$ cat src/rtl/dmem_arbiter.sv
// Two-port round-robin arbiter in front of a single-port synchronous-read data BRAM.
// Port 0 is the CPU load/store path, port 1 the debug loader. Each transaction takes
// exactly three cycles: IDLE (grant and latch), ISSUE (drive the BRAM), RESP (ack).
module dmem_arbiter #(
    parameter int unsigned AW    = 10,
    parameter int unsigned DW    = 32,
    parameter int unsigned DEPTH = 1024
) (
    input  logic          clk,
    input  logic          rst,

    input  logic          cpu_req,
    input  logic          cpu_we,
    input  logic [AW-1:0] cpu_addr,
    input  logic [DW-1:0] cpu_wdata,
    output logic          cpu_ack,
    output logic [DW-1:0] cpu_rdata,
    output logic          cpu_err,

    input  logic          dbg_req,
    input  logic          dbg_we,
    input  logic [AW-1:0] dbg_addr,
    input  logic [DW-1:0] dbg_wdata,
    output logic          dbg_ack,
    output logic [DW-1:0] dbg_rdata,
    output logic          dbg_err,

    output logic          mem_en,
    output logic          mem_we,
    output logic [AW-1:0] mem_addr,
    output logic [DW-1:0] mem_wdata,
    input  logic [DW-1:0] mem_rdata,

    output logic          busy
);

    typedef enum logic [1:0] {StIdle, StIssue, StResp} state_e;

    // When DEPTH covers the whole address space every address is in range; otherwise the
    // limit fits in AW bits and a plain unsigned compare is enough.
    localparam bit            AllInRange = (DEPTH >= (32'd1 << AW));
    localparam logic [AW-1:0] DepthLim   = AW'(DEPTH);

    state_e        state_q, state_d;
    logic          last_grant_q, last_grant_d;  // 0 = cpu, 1 = dbg
    logic          winner_q, winner_d;
    logic          we_q, we_d;
    logic [AW-1:0] addr_q, addr_d;
    logic [DW-1:0] wdata_q, wdata_d;
    logic          range_ok_q, range_ok_d;

    logic          grant_dbg;
    logic [AW-1:0] sel_addr;
    logic          sel_in_range;
    logic [DW-1:0] resp_data;

    // Debug wins when it is the only requester, or on a tie when the CPU was served last.
    assign grant_dbg    = dbg_req & (~cpu_req | ~last_grant_q);
    assign sel_addr     = grant_dbg ? dbg_addr : cpu_addr;
    assign sel_in_range = AllInRange || (sel_addr < DepthLim);
    assign resp_data    = (!we_q && range_ok_q) ? mem_rdata : '0;

    // State and latched-transaction registers.
    always_ff @(posedge clk or posedge rst) begin
        if (rst) begin
            state_q      <= StIdle;
            last_grant_q <= 1'b1;
            winner_q     <= 1'b0;
            we_q         <= 1'b0;
            addr_q       <= '0;
            wdata_q      <= '0;
            range_ok_q   <= 1'b0;
        end else begin
            state_q      <= state_d;
            last_grant_q <= last_grant_d;
            winner_q     <= winner_d;
            we_q         <= we_d;
            addr_q       <= addr_d;
            wdata_q      <= wdata_d;
            range_ok_q   <= range_ok_d;
        end
    end

    // Sequencer: requests are only looked at in IDLE.
    always_comb begin
        state_d      = state_q;
        last_grant_d = last_grant_q;
        winner_d     = winner_q;
        we_d         = we_q;
        addr_d       = addr_q;
        wdata_d      = wdata_q;
        range_ok_d   = range_ok_q;
        unique case (state_q)
            StIdle: begin
                if (cpu_req || dbg_req) begin
                    winner_d     = grant_dbg;
                    last_grant_d = grant_dbg;
                    we_d         = grant_dbg ? dbg_we : cpu_we;
                    addr_d       = sel_addr;
                    wdata_d      = grant_dbg ? dbg_wdata : cpu_wdata;
                    range_ok_d   = sel_in_range;
                    state_d      = StIssue;
                end
            end
            StIssue: state_d = StResp;
            StResp:  state_d = StIdle;
            default: state_d = StIdle;
        endcase
    end

    // Outputs decoded from the current state; the BRAM read data is valid in RESP.
    always_comb begin
        mem_en    = 1'b0;
        mem_we    = 1'b0;
        mem_addr  = addr_q;
        mem_wdata = wdata_q;
        cpu_ack   = 1'b0;
        cpu_rdata = '0;
        cpu_err   = 1'b0;
        dbg_ack   = 1'b0;
        dbg_rdata = '0;
        dbg_err   = 1'b0;
        busy      = (state_q != StIdle);
        if (state_q == StIssue) begin
            mem_en = range_ok_q;
            mem_we = we_q & range_ok_q;
        end
        if (state_q == StResp) begin
            if (winner_q) begin
                dbg_ack   = 1'b1;
                dbg_rdata = resp_data;
                dbg_err   = ~range_ok_q;
            end else begin
                cpu_ack   = 1'b1;
                cpu_rdata = resp_data;
                cpu_err   = ~range_ok_q;
            end
        end
    end

endmodule
$ cat config.mk
export PLATFORM = sky130hd
export DESIGN_NAME = dmem_arbiter
export DESIGN_NICKNAME = d
export VERILOG_FILES = /design/src/rtl/dmem_arbiter.sv
export SDC_FILE = /design/constraint.sdc
export NUM_CORES = 1
export LEC_CHECK = 0
export ABC_AREA = 1
export CORE_MARGIN = 5
export CORE_UTILIZATION = 32
export CTS_BUF_LIST = sky130_fd_sc_hd__clkbuf_4 sky130_fd_sc_hd__clkbuf_8
export DETAILED_ROUTE_END_ITERATION = 8
export PLACE_DENSITY = 0.91
export SLEW_MARGIN = 40
export SYNTH_ARGS = -nofsm -noshare
export SYNTH_HDL_FRONTEND = slang
export SYNTH_SLANG_ARGS = --single-unit
$ cat constraint.sdc
create_clock -name clk -period 1.3 [get_ports clk]
set_clock_uncertainty 0.05 [all_clocks]
set_input_delay 0.13 -clock clk [delete_from_list [all_inputs] [get_ports clk]]
set_output_delay 0.13 -clock clk [all_outputs]
set_load 0.02 [all_outputs]
# After elaboration in Yosys (flattened, before gate mapping)
# Cells that the tools add are included.
# word_totals
wordCells,42
output_inout_bits,113
ff_bits,48
# classes
reduce_logical,6
n_mux,20
n_bitwise,6
eq_ne,3
# op_table
cell,count
two-way mux 32 bit,6
two-way mux 1 bit,11
two-way mux 10 bit,1
one-hot mux 2 bit (2 select lines),1
inverter 1 bit,3
AND 1 bit,2
== test 2 x 1 -> 1 bit (second input constant),1
== test 2 bit (second input constant),1
logical NOT 2 bit,1
two-way mux 2 bit,1
!= test 2 bit (second input constant),1
AND reduction 2 bit,1
nonzero test 2 bit,1
logical AND 1 bit,1
logical NOT 1 bit,1
logical OR 1 bit,1
bitwise OR 1 bit,1

# Depth between registers and ports, before layout
# Gate-level depths: netlist of the first run.
# logic_depth
depth_word,5
mapped_depth,7
depth_no_buf,6

# Least setup slack after synthesis of the first run
# No wires, ideal clock.
# synth_timing
kind,reg2out
startpoint,reg range_ok_q
endpoint,out dbg_rdata[0]
path_stages_with_launch,6
setup_slack_ns,-0.013
arrival_ns,1.133
n_path_buf,1
path_cell_list,dfrtp_1 > inv_1 > nor2_2 > buf_2 > nand2_1 > nor2_1
# synth_between
elab_chain_len,4
# synth_rtl
element,line_no,source
start: declaration,50,"logic range_ok_q, range_ok_d;"
start signal: assignment,80,range_ok_q <= range_ok_d;
logical AND 1 bit,61,assign resp_data = (!we_q && range_ok_q) ? mem_rdata : '0;
two-way mux 32 bit,61,
two-way mux 32 bit,129,if (winner_q) begin
two-way mux 32 bit,128,if (state_q == StResp) begin
end: declaration,25,"output logic [DW-1:0] dbg_rdata,"
# Every way passes these cells.

# Worst setup path after layout of the first run
# layout_timing
startpoint,reg range_ok_q
endpoint,out cpu_rdata[0]
# layout_between
elab_chain_len,4
# layout_rtl
element,line_no,source
logical AND 1 bit,61,
two-way mux 32 bit,61,
two-way mux 32 bit,129,
two-way mux 32 bit,128,
end: declaration,17,"output logic [DW-1:0] cpu_rdata,"
# Every way passes these cells.

==> flow_summary.json, run 1 <==
{
  "synth_area_um2": 3120,
  "setup_tns_ps": -35750,
  "slew_headroom": 0.796,
  "port_buffers": 234,
  "cts_made_buffers": 5,
  "synth-seq-cells": 48,
  "max-clock-path-buffers": 2,
  "drive_gt1_frac": 0.287,
  "setup_ws_ps": -505,
  "start_kind": "register",
  "crit_type": "reg -> out",
  "maxCapViolations": 0,
  "final_net_count": 870,
  "setup_viol": 117,
  "ir_worst_vdd_mv": 0.969,
  "drt_iter0_markers": 222,
  "routed_wl_um": 14700,
  "dieArea_um2": 11800,
  "path_cells": "inv_2, nor2_4, clkbuf_16, nand2_2, nor2_1, buf_4",
  "worstSetupEndpointType": "primary output",
  "vias": 4126,
  "slowest_stage": "dfrtp_1",
  "leakage_nw": 3.42,
  "p_per_area_nw_per_um2": 1790,
  "power_w": 0.0118,
  "place_ws_ps": -582,
  "num_io_pins": 235,
  "syn_nets": 627,
  "grt_setup_unrepaired": "true",
  "synth_area_per_cell_um2": 6.17,
  "core-area_um2": 9640,
  "insertion_delay_ps": 290,
  "dp_hpwl_um": 9180,
  "ant_nets": 0,
  "nFillCells": 753,
  "min_period_ps": 1800,
  "grt.total_usage": 0.198,
  "routabilityCongestion": 0.787,
  "grt-ovfl-total": 0,
  "yosys_warnings": 0,
  "dr.pass1.iters": 5,
  "clk_pin_slew_ps": 100,
  "cts-root-buf": "clkbuf_8",
  "yosysUniqueCellTypes": 18,
  "initial_core_util": 0.323,
  "antenna_found_initial": 1,
  "ctsHtreeMaxLevel": 2,
  "holdCritPathClass": "in -> async",
  "fp-row-count": 36,
  "clock-sinks": 48,
  "utilization": 0.683,
  "status": "finished, violations left",
  "tightest_slew_ps": 306,
  "die_h_um": 109,
  "grt_first_pass_wirelength_um": 18400,
  "synth_cells": 505,
  "drc": 0,
  "drv_slew": 0,
  "grt_pass1_vias": 3686,
  "fmax_ghz": 0.554,
  "wl_per_cell_um": 16.6,
  "cts_tree": "yes",
  "rrSetupSlack_ps": -170,
  "ys_seq_area_frac": 0.386,
  "final-hold-violation-count": 0,
  "required_ps": 1120,
  "grt_start_max_net_pins": 49,
  "critPathMaxStageDelay_ps": 400,
  "worstPathArrival_ps": 1620,
  "die_w_um": 109,
  "via_per_inst": 4.67,
  "period_share": 1.39,
  "cp_max_fo": 8,
  "failed_checks": "negative setup slack",
  "cts_hold_buf": 0,
  "areaGrowthSynthToFinish_pct": 111
}
-- cells in the mapped netlist, drive strengths merged --
master | count | share of area
clkbuf | 3 | 0.0036
nand2 | 170 | 0.21
o21ai | 1 | 0.0016
nand4 | 1 | 0.0020
dfrtp | 47 | 0.38
nor2 | 70 | 0.093
nand3 | 86 | 0.14
buf | 27 | 0.049
dfstp | 1 | 0.0084
inv | 97 | 0.12
nor3 | 2 | 0.0032
-- path summary, 6_finish.rpt --
| path | from | end | cells past startpoint |
|---|---|---|---|
| setup reg to reg | state_q[0] | mem_wdata[1] | 9 |
| setup / recovery | range_ok_q | cpu_rdata[0] | 6 |
| hold / removal | rst | mem_wdata[3] | 3 |
| max in group asynchronous | rst | last_grant_q | 3 |
| hold reg to reg | mem_addr[2] | mem_addr[2] | 2 |
| min in group clk | dbg_req | last_grant_q | 3 |
-- per-stage QoR --
step | area, um^2 | hold slack [ps] | instances
after floorplan | 3170 | 109 | 505
after global placement | 5760 | 411 | 862
after detailed placement | 5760 | 415 | 862
after CTS | 5810 | 128 | 872
after global routing | 6580 | 182 | 883
final | 6580 | 168 | 883
-- cell type report --
type	count	area, um^2	area share
sequential	48	1200	0.183
clock buffer	6	82.6	0.0125
multi-input combinational	330	1890	0.286
timing repair buffer	266	2820	0.428
antenna	1	2.50	0.000380
inverter	97	385	0.0585
clock inverter	2	38.8	0.00589
tap	133	166	0.0253
-- cell families (layout without fill, tap and decap cells) --
group,after synthesis,in the layout,share of synthesized area
compound gates,1,1,0.00160
buf+inv,127,371,0.170
flops,48,48,0.386
other cells,0,1,0
simple gates,329,329,0.443
-- worst max-delay path, delay by kind of cell (launching register included) --
kind / cells / cell delay (ps)
flops: 1 / 400
simple gates: 3 / 440
buf+inv: 3 / 490
-- report_power, final --
group          leakage, nW  internal, W  switching (W)
Clock               0.0614     0.000629       0.000516
Combinational         2.78      0.00327        0.00473
Sequential           0.577      0.00225       0.000410
-- cells in the final DEF, fill, tap and decap left out, drive strengths merged --
cell type	synthesis	routed
buf	27	98
bufinv	0	1
clkbuf	3	12
clkdlybuf4s50	0	120
clkinv	0	3
clkinvlp	0	1
dfrtp	47	47
dfstp	1	1
diode	0	1
dlygate4sd2	0	42
inv	97	94
nand2	170	170
nand3	86	86
nand4	1	1
nor2	70	70
nor3	2	2
o21ai	1	1
-- layer usage --
layer / global-route usage / vias to the layer above / routed length [um]
met4: 0.0794 / 0 / 673
met3: 0.0545 / 53 / 1220
li1: - / 1981 / -
met1: 0.217 / 1875 / 5230
met5: 0 / - / 0
met2: 0.360 / 217 / 7530
-- registers in the layout, indices dropped and copies added (netlist names) --
name,count
state_q,2
range_ok_q,1
mem_addr,10
mem_wdata,32
winner_q,1
last_grant_q,1
we_q,1
-- repair_timing --
action,4_1_cts,5_1_grt
resized for setup,389,207
buffers inserted,0,3
gates cloned,2,9
setup endpoints to repair,157,115
pin swaps,2,38
Power figures use the tool's default switching activity.
==> run 2: changes to the inputs <==
--- a/config.mk
+++ b/config.mk
@@ -11,6 +11,7 @@
 export CTS_BUF_LIST = sky130_fd_sc_hd__clkbuf_4 sky130_fd_sc_hd__clkbuf_8
 export DETAILED_ROUTE_END_ITERATION = 8
 export PLACE_DENSITY = 0.91
+export SKIP_LAST_GASP = 1
 export SLEW_MARGIN = 40
 export SYNTH_ARGS = -nofsm -noshare
 export SYNTH_HDL_FRONTEND = slang
==> run 2 against run 1 <==
- largest power group unchanged
- global-route usage decreased by 0.050 points
- the flow still finishes with violations (negative setup slack)
- maximum frequency decreased by 0.94%
- setup slack got worse by 17 ps
- design area increased by 4.4%
- cell count increased by 1.6%
- via count increased by 2.3%
==> flow_summary.json, run 2 (synthesis gave the netlist of run 1 again) <==
{
  "grt-ovfl-total": 0,
  "ff_latch_area_um2": 1200,
  "tightest_slew_ps": 304,
  "final-hold-violation-count": 0,
  "period_share": 1.40,
  "initial_core_util": 0.323,
  "multi_input_area_um2": 1990,
  "areaGrowthSynthToFinish_pct": 120,
  "required_ps": 1120,
  "num_io_pins": 235,
  "crit_type": "reg -> out",
  "layout_common_cells": "120 x clkdlybuf4s50_1, 93 x nand2_1, 90 x inv_1, 78 x nand3_1, 47 x dfrtp_1",
  "die_h_um": 109,
  "port_buffers": 234,
  "drc": 0,
  "leakage_nw": 3.60,
  "holdCritPathClass": "in -> reg",
  "worstPathArrival_ps": 1640,
  "largest_register_ff_count": 32,
  "wl_per_cell_um": 17.0,
  "clk_pin_slew_ps": 80,
  "setup_ws_ps": -522,
  "min_period_ps": 1820,
  "routed_wl_um": 15200,
  "p_per_area_nw_per_um2": 1930,
  "core-area_um2": 9640,
  "vias": 4222,
  "fmax_ghz": 0.549,
  "clock-sinks": 48,
  "ir_worst_vdd_mv": 1.11,
  "drive_gt1_frac": 0.343,
  "failed_checks": "negative setup slack",
  "final_net_count": 885,
  "grt_setup_unrepaired": "true",
  "setup_viol": 118,
  "hold-worst-slack_ps": 161,
  "worstSetupEndpointType": "primary output",
  "maxCapViolations": 0,
  "power_w": 0.0133,
  "status": "finished, violations left",
  "diodes": 0,
  "nFillCells": 730,
  "dieArea_um2": 11800,
  "grt.total_usage": 0.197,
  "fp-row-count": 36,
  "ctsHtreeMaxLevel": 2,
  "layout.cells.most_common": "clkdlybuf4s50_1",
  "grt_first_pass_wirelength_um": 18300,
  "dp_hpwl_um": 9180,
  "antenna_found_initial": 0,
  "start_kind": "register",
  "cp_max_fo": 8,
  "ant_nets": 0,
  "max-clock-path-buffers": 2,
  "cts_tree": "yes",
  "insertion_delay_ps": 290,
  "drt_iter0_markers": 250,
  "cts_made_buffers": 5,
  "cts-root-buf": "clkbuf_8",
  "drv_slew": 0,
  "grt_start_max_net_pins": 49,
  "slew_headroom": 0.797,
  "dr.pass1.iters": 5,
  "routabilityCongestion": 0.787,
  "via_per_inst": 4.71,
  "grt_pass1_vias": 3673,
  "die_w_um": 109
}
==> run 2: changes by cell type in the layout (fill, tap and decap cells not counted), moves of 9 or more <==
cell             previous run  this run
nand2_4                    20        35
nand2_2                    16        41
nor2_1                     15        30
buf_4                      30        46
clkdlybuf4s15_2             0         9
buf_6                      55        27
nor2_4                     33        18
nand2_1                   134        93
==> run 2: repair_timing <==
item,4_1_cts,5_1_grt
pin swaps,2,60
gates cloned,2,16
hold buffers,0,0
resized for setup,301,283
endpoints found under the setup margin,157,115
buffers inserted,0,10
==> run 2: per-layer routing <==
layer  GRT usage  wire length (um)  vias up
met5           0                 0        -
met4      0.0794               680        0
met3      0.0557              1300       55
met2       0.362              7940      252
met1       0.212              5290     1900
li1            -                 -     2015
==> run 2: worst max-delay path, cell delays in order, from the launching register on <==
cell,delay [ps]
dfrtp_1,390
inv_2,70
nor2_4,170
buf_6,190
inv_1,100
nor3_1,200
buf_2,210
==> run 2: final timing paths <==
path | from | end | slack (ps) | cells after the start
setup / recovery | range_ok_q | cpu_rdata[31] | -520 | 6
hold reg to reg | last_grant_q | last_grant_q | 430 | 2
setup reg to reg | state_q[0] | mem_wdata[0] | -170 | 8
min in group asynchronous | rst | mem_wdata[1] | 180 | 3
hold / removal | dbg_req | last_grant_q | 160 | 3
max in group asynchronous | rst | last_grant_q | 740 | 3
==> run 2: power by group <==
group          leakage (nW)  internal [W]  switching (W)
sequential            0.577       0.00225       0.000662
combinational          2.97       0.00415        0.00507
clock                0.0614      0.000629       0.000512
==> run 2: layout make-up <==
| cell class | instances | area share |
|---|---|---|
| Multi-Input combinational cell | 330 | 0.290 |
| Inverter | 97 | 0.0564 |
| Sequential cell | 48 | 0.175 |
| Clock buffer | 6 | 0.0120 |
| Tap cell | 133 | 0.0242 |
| Clock inverter | 2 | 0.00564 |
| Timing Repair Buffer | 281 | 0.437 |
==> run 2: metrics by stage <==
stage	setup slack (ps)	instances	setup TNS (ps)	util	cell area [um^2]
3_3_place_gp	-555	862	-32120	0.597	5760
6_report	-522	897	-34060	0.713	6870
3_5_place_dp	-582	862	-35640	0.597	5760
2_1_floorplan	-13.5	505	-362	-	3170
5_1_grt	-580	897	-41230	0.713	6870
4_1_cts	-469	872	-27250	0.619	5960
==> run 3: changes to the inputs <==
--- a/config.mk
+++ b/config.mk
@@ -6,7 +6,7 @@
 export NUM_CORES = 1
 export LEC_CHECK = 0
 export ABC_AREA = 1
-export CORE_MARGIN = 5
+export CORE_MARGIN = 2
 export CORE_UTILIZATION = 32
 export CTS_BUF_LIST = sky130_fd_sc_hd__clkbuf_4 sky130_fd_sc_hd__clkbuf_8
 export DETAILED_ROUTE_END_ITERATION = 8
==> run 3 against run 2 <==
- the flow still finishes with violations (negative setup slack)
- core utilization down 3.3 points
- clock power shrank 5%
- cell count up 0.22%
- total power decreased by 11%
- critical path type unchanged
- largest cell class unchanged
==> flow_summary.json, run 3 (synthesis gave the netlist of run 1 again) <==
{
  "status": "finished, violations left",
  "failed_checks": "negative setup slack",
  "drive_gt1_frac": 0.269,
  "p_per_area_nw_per_um2": 1820,
  "die_w_um": 103,
  "ir_worst_vdd_mv": 0.934,
  "num_io_pins": 235,
  "period_share": 1.40,
  "final_net_count": 886,
  "layout_common_cells": "150 x nand2_1, 120 x clkdlybuf4s50_1, 91 x inv_1, 77 x nand3_1, 53 x buf_4",
  "cts_hold_buf": 0,
  "ant_nets": 0,
  "ctsHtreeMaxLevel": 2,
  "clk_pin_slew_ps": 90,
  "wl_per_cell_um": 15.1,
  "start_kind": "register",
  "cp_max_fo": 16,
  "slew_headroom": 0.823,
  "nFillCells": 791,
  "holdCritPathClass": "in -> async",
  "via_per_inst": 4.53,
  "drv_slew": 0,
  "antenna_found_initial": 1,
  "drc": 0,
  "cts_made_buffers": 5,
  "initial_core_util": 0.325,
  "worstSetupEndpointType": "primary output",
  "clock-sinks": 48,
  "layout.cells.most_common": "nand2_1",
  "grt.total_usage": 0.210,
  "port_buffers": 234,
  "routed_wl_um": 13500,
  "final-hold-violation-count": 0,
  "largest_register_ff_count": 32,
  "insertion_delay_ps": 290,
  "grt_first_pass_wirelength_um": 17300,
  "cts_tree": "yes",
  "grt-ovfl-total": 0,
  "dieArea_um2": 10500,
  "grt_pass1_vias": 3496,
  "dp_hpwl_um": 8460,
  "core-area_um2": 9590,
  "utilization": 0.680,
  "leakage_nw": 3.49,
  "dr.pass1.iters": 5,
  "areaGrowthSynthToFinish_pct": 109,
  "multi_input_area_um2": 1750,
  "min_period_ps": 1820,
  "place_ws_ps": -477,
  "placed_area_um2": 5790,
  "grt_start_max_net_pins": 35,
  "max-clock-path-buffers": 2,
  "cts-root-buf": "clkbuf_8",
  "setup_ws_ps": -521,
  "required_ps": 1120,
  "worstPathArrival_ps": 1640,
  "die_h_um": 103,
  "fmax_ghz": 0.549,
  "ff_latch_area_um2": 1200,
  "vias": 4068,
  "tightest_slew_ps": 263,
  "maxCapViolations": 0,
  "crit_type": "reg -> out",
  "drt_iter0_markers": 172,
  "setup_viol": 117,
  "fp-row-count": 36,
  "finalInstanceArea_um2": 6530,
  "grt_setup_unrepaired": "true",
  "routabilityCongestion": 0.770
}
run 3: changes by cell type in the layout (fill, tap and decap cells not counted), sizes merged:
cell | previous run | this run
diode | 0 | 1
bufbuf | 0 | 1
clkbuf | 18 | 13
clkdlybuf4s15 | 9 | 3
inv | 94 | 95
buf | 98 | 109
clkinv | 3 | 2
run 3: power breakdown:
part / internal [W] / switching [W] / total, W
Sequential: 0.00225 / 0.000397 / 0.00264
Clock: 0.000592 / 0.000487 / 0.00108
Combinational: 0.00361 / 0.00455 / 0.00816
run 3: final cells by class:
cell class,count,area share
Tap cell,133,0.0255
Antenna cell,1,0.000383
Clock inverter,2,0.00537
Sequential cell,48,0.184
Multi-Input combinational cell,330,0.268
Timing Repair Buffer,282,0.447
Inverter,97,0.0583
Clock buffer,6,0.0117
run 3: final timing paths:
check,startpoint,end,slack [ps],cells past startpoint
worst max register to register,state_q[0],mem_wdata[9],-250,9
min in group clk,dbg_req,last_grant_q,140,3
worst min-delay path,rst,mem_addr[8],60,2
worst min register to register,last_grant_q,last_grant_q,420,2
worst max-delay path,we_q,dbg_rdata[31],-520,5
max in group asynchronous,rst,last_grant_q,710,3
run 3: what timing repair did:
action | in CTS | in global routing
cloned | 3 | 9
gates resized for setup | 307 | 211
endpoints found under the setup margin | 157 | 116
pin swaps | 2 | 25
setup buffers | 2 | 13
run 3: routing by layer:
| metal | routed length, um | GRT usage | vias to the layer above |
|---|---|---|---|
| li1 | - | - | 2012 |
| met1 | 4880 | 0.231 | 1808 |
| met5 | 0 | 0 | - |
| met4 | 485 | 0.0605 | 0 |
| met3 | 1210 | 0.0583 | 34 |
| met2 | 6970 | 0.394 | 214 |
run 3: metrics by stage:
step / TNS, ps / total power [W] / instances / hold WS, ps
2_1_floorplan: -362 / 0.00618 / 505 / 109
6_report: -31320 / 0.0119 / 899 / 56.3
5_1_grt: -40840 / 0.0126 / 899 / 72.3
3_5_place_dp: -33810 / 0.00939 / 865 / 383
4_1_cts: -26840 / 0.0104 / 878 / 55.4
3_3_place_gp: -31400 / 0.00927 / 865 / 383
run 3: critical path, cell delays in order, from the launching register on:
cell	delay, ps
dfrtp_1	410
nor2_4	210
buf_12	170
inv_1	70
nor3_1	260
buf_2	220
==> RTL edit: new RTL, flow settings as in run 2 <==
`DW`: 32 -> 40.
--- a/src/rtl/dmem_arbiter.sv
+++ b/src/rtl/dmem_arbiter.sv
@@ -4,5 +4,5 @@
 module dmem_arbiter #(
     parameter int unsigned AW    = 10,
-    parameter int unsigned DW    = 32,
+    parameter int unsigned DW    = 40,
     parameter int unsigned DEPTH = 1024
 ) (
Interface: changed (6 resized); port bits go from 235 to 283. The function was not compared with the original's and may differ.
==> RTL edit against run 2 <==
  * Sequential cell count is 8 higher
  * The flow still finishes with violations (setup timing)
  * Routed wire length is 19% higher
  * Critical path type unchanged
  * Combinational power is 12% higher
  * Setup slack better by 0.073 ns
  * Non-clock buffer count is 63 higher
  * Final area is 14% higher
  * Power is 9.9% higher
  * Area after synthesis is 16% higher
==> RTL edit: results (changes against run 2) <==
• **Routed Wire Length** 18000 um, was 15200 um
• **CTS resizes** 243, was 301
• **Reg clk slew, reported paths** 0.10 ns, was 0.08 ns
• **count of TritonRoute iterations in the first routing pass** 4, was 5
• **fraction of final layout cells with drive strength greater than 1** 26.6%, was 34.3%
• **Reg2Reg Capture Point** mem_wdata[8], was mem_wdata[0]
• **via count of the first global-routing pass** 4576, was 3673
• **met3 track demand over resource** 5.75%, was 5.57%
• **clock latency at the later pin of the worst-skew pair** 0.31 ns, was 0.29 ns
• **IO buf count** 282, was 234
• **slack of the critical path** -0.448 ns, was -0.522 ns
• **count of different cell masters after synthesis** 15, was 18
• **Final Setup Violations** 142, was 118
• **area of all sequential standard cells** 0.00140 mm^2, was 0.00120 mm^2
• **number of cells in the design after placement** 1019, was 862
• **leading cell types by total area after synthesis** sky130_fd_sc_hd__dfrtp_1 (38%), sky130_fd_sc_hd__nand2_1 (21%), sky130_fd_sc_hd__nand3_1 (14%), was sky130_fd_sc_hd__dfrtp_1 (38%), sky130_fd_sc_hd__nand2_1 (20%), sky130_fd_sc_hd__nand3_1 (14%)
• **fraction of area in non-clock buffers** 47.7%, was 43.7%
• **Avg Vias per Cell** 4.75, was 4.71
• **Setup WS pre-CTS** -0.552 ns, was -0.582 ns
• **met1 usage** 21.2%, about the same
• **GRT met2 Usage** 40.7%, was 36.2%
• **met3 wire length** 1570 um, was 1300 um
• **Worst Tran Pin Value** 0.322 ns, was 0.304 ns
• **class of the tightest hold or removal check** input pin to asynchronous set/reset pin, was input pin to flop
• **Final Cell Area** 0.00784 mm^2, was 0.00687 mm^2
• **initial DRC count** 324, was 250
• **maximum vdd drop** 1.16 mV, was 1.11 mV
• **maximum number of pins on one net before global-route repair** 53, was 49
• **Post-Syn Nets** 746, was 627
• **overall track demand over capacity in global routing** 20.9%, was 19.7%
• **post-route core utilization** 69.5%, was 71.3%
• **violated checks** setup timing, unchanged
• **Post-Route Setup TNS** -46.68 ns, was -34.06 ns
• **result of the run** finished, violations left, unchanged
• **post-synthesis sequential area ratio** 38.6%, about the same
• **worst endpoint data arrival time** 1.57 ns, was 1.64 ns
• **syn avg cell area** 6.05 um^2, was 6.17 um^2
• **post-detail-place hpwl** 11600 um, was 9180 um
• **Largest register FFs** 40, was 32
• **area taken by multi-input logic gates** 0.00198 mm^2, was 0.00199 mm^2
• **non-clock inverter total of the final layout** 111, was 97
• **area after detailed placement** 0.00688 mm^2, was 0.00576 mm^2
• **Synth Register Bits** 56, was 48
• **Post-synth top cells** sky130_fd_sc_hd__nand2_1 (203), sky130_fd_sc_hd__inv_1 (110), sky130_fd_sc_hd__nand3_1 (102), was sky130_fd_sc_hd__nand2_1 (167), sky130_fd_sc_hd__inv_1 (96), sky130_fd_sc_hd__nand3_1 (86)
[RTL edit: cell types whose count changed after synthesis, moves of 6 or more]
cell	before	now
sky130_fd_sc_hd__nand3_1	86	102
sky130_fd_sc_hd__buf_2	16	22
sky130_fd_sc_hd__inv_1	96	110
sky130_fd_sc_hd__dfrtp_1	47	55
sky130_fd_sc_hd__nand2_1	167	203
sky130_fd_sc_hd__nor2_1	67	86
[RTL edit: how the worst max path moves through the flow]
stage / slack, ns / start / depth (start not counted) / endpoint
after detailed placement: -0.55 / we_q / 5 / dbg_rdata[31]
final: -0.45 / range_ok_q / 7 / dbg_rdata[31]
after global routing: -0.51 / range_ok_q / 7 / dbg_rdata[31]
after floorplan: -0.02 / range_ok_q / 5 / cpu_rdata[30]
after global placement: -0.54 / we_q / 5 / dbg_rdata[31]
after CTS: -0.52 / we_q / 6 / dbg_rdata[0]
[RTL edit: kinds of logic after synthesis]
family,count (synthesis),share of synthesized area [%]
AO/OA/AOI/OAI,1,0.138
buffers and inverters,149,16.7
flip-flops,56,38.6
AND/OR/NAND/NOR,394,44.6
[RTL edit: where the power goes]
group / switching [W] / total [W] / internal [W] / leakage (nW)
logic: 0.00556 / 0.0103 / 0.00477 / 3.82
clock network: 0.000570 / 0.00116 / 0.000594 / 0.0586
registers: 0.000469 / 0.00309 / 0.00262 / 0.674
[RTL edit: critical path, delay by kind of cell (launching register included)]
kind	cells	cell delay [ns]
buf+inv	4	0.48
flops	1	0.38
simple gates	3	0.39
[RTL edit: stage by stage]
step | hold WS, ns | power, W
after CTS | 0.0671 | 0.0128
after floorplan | 0.160 | 0.00719
after global routing | 0.0964 | 0.0154
after global placement | 0.410 | 0.0112
final | 0.0652 | 0.0146
after detailed placement | 0.412 | 0.0114
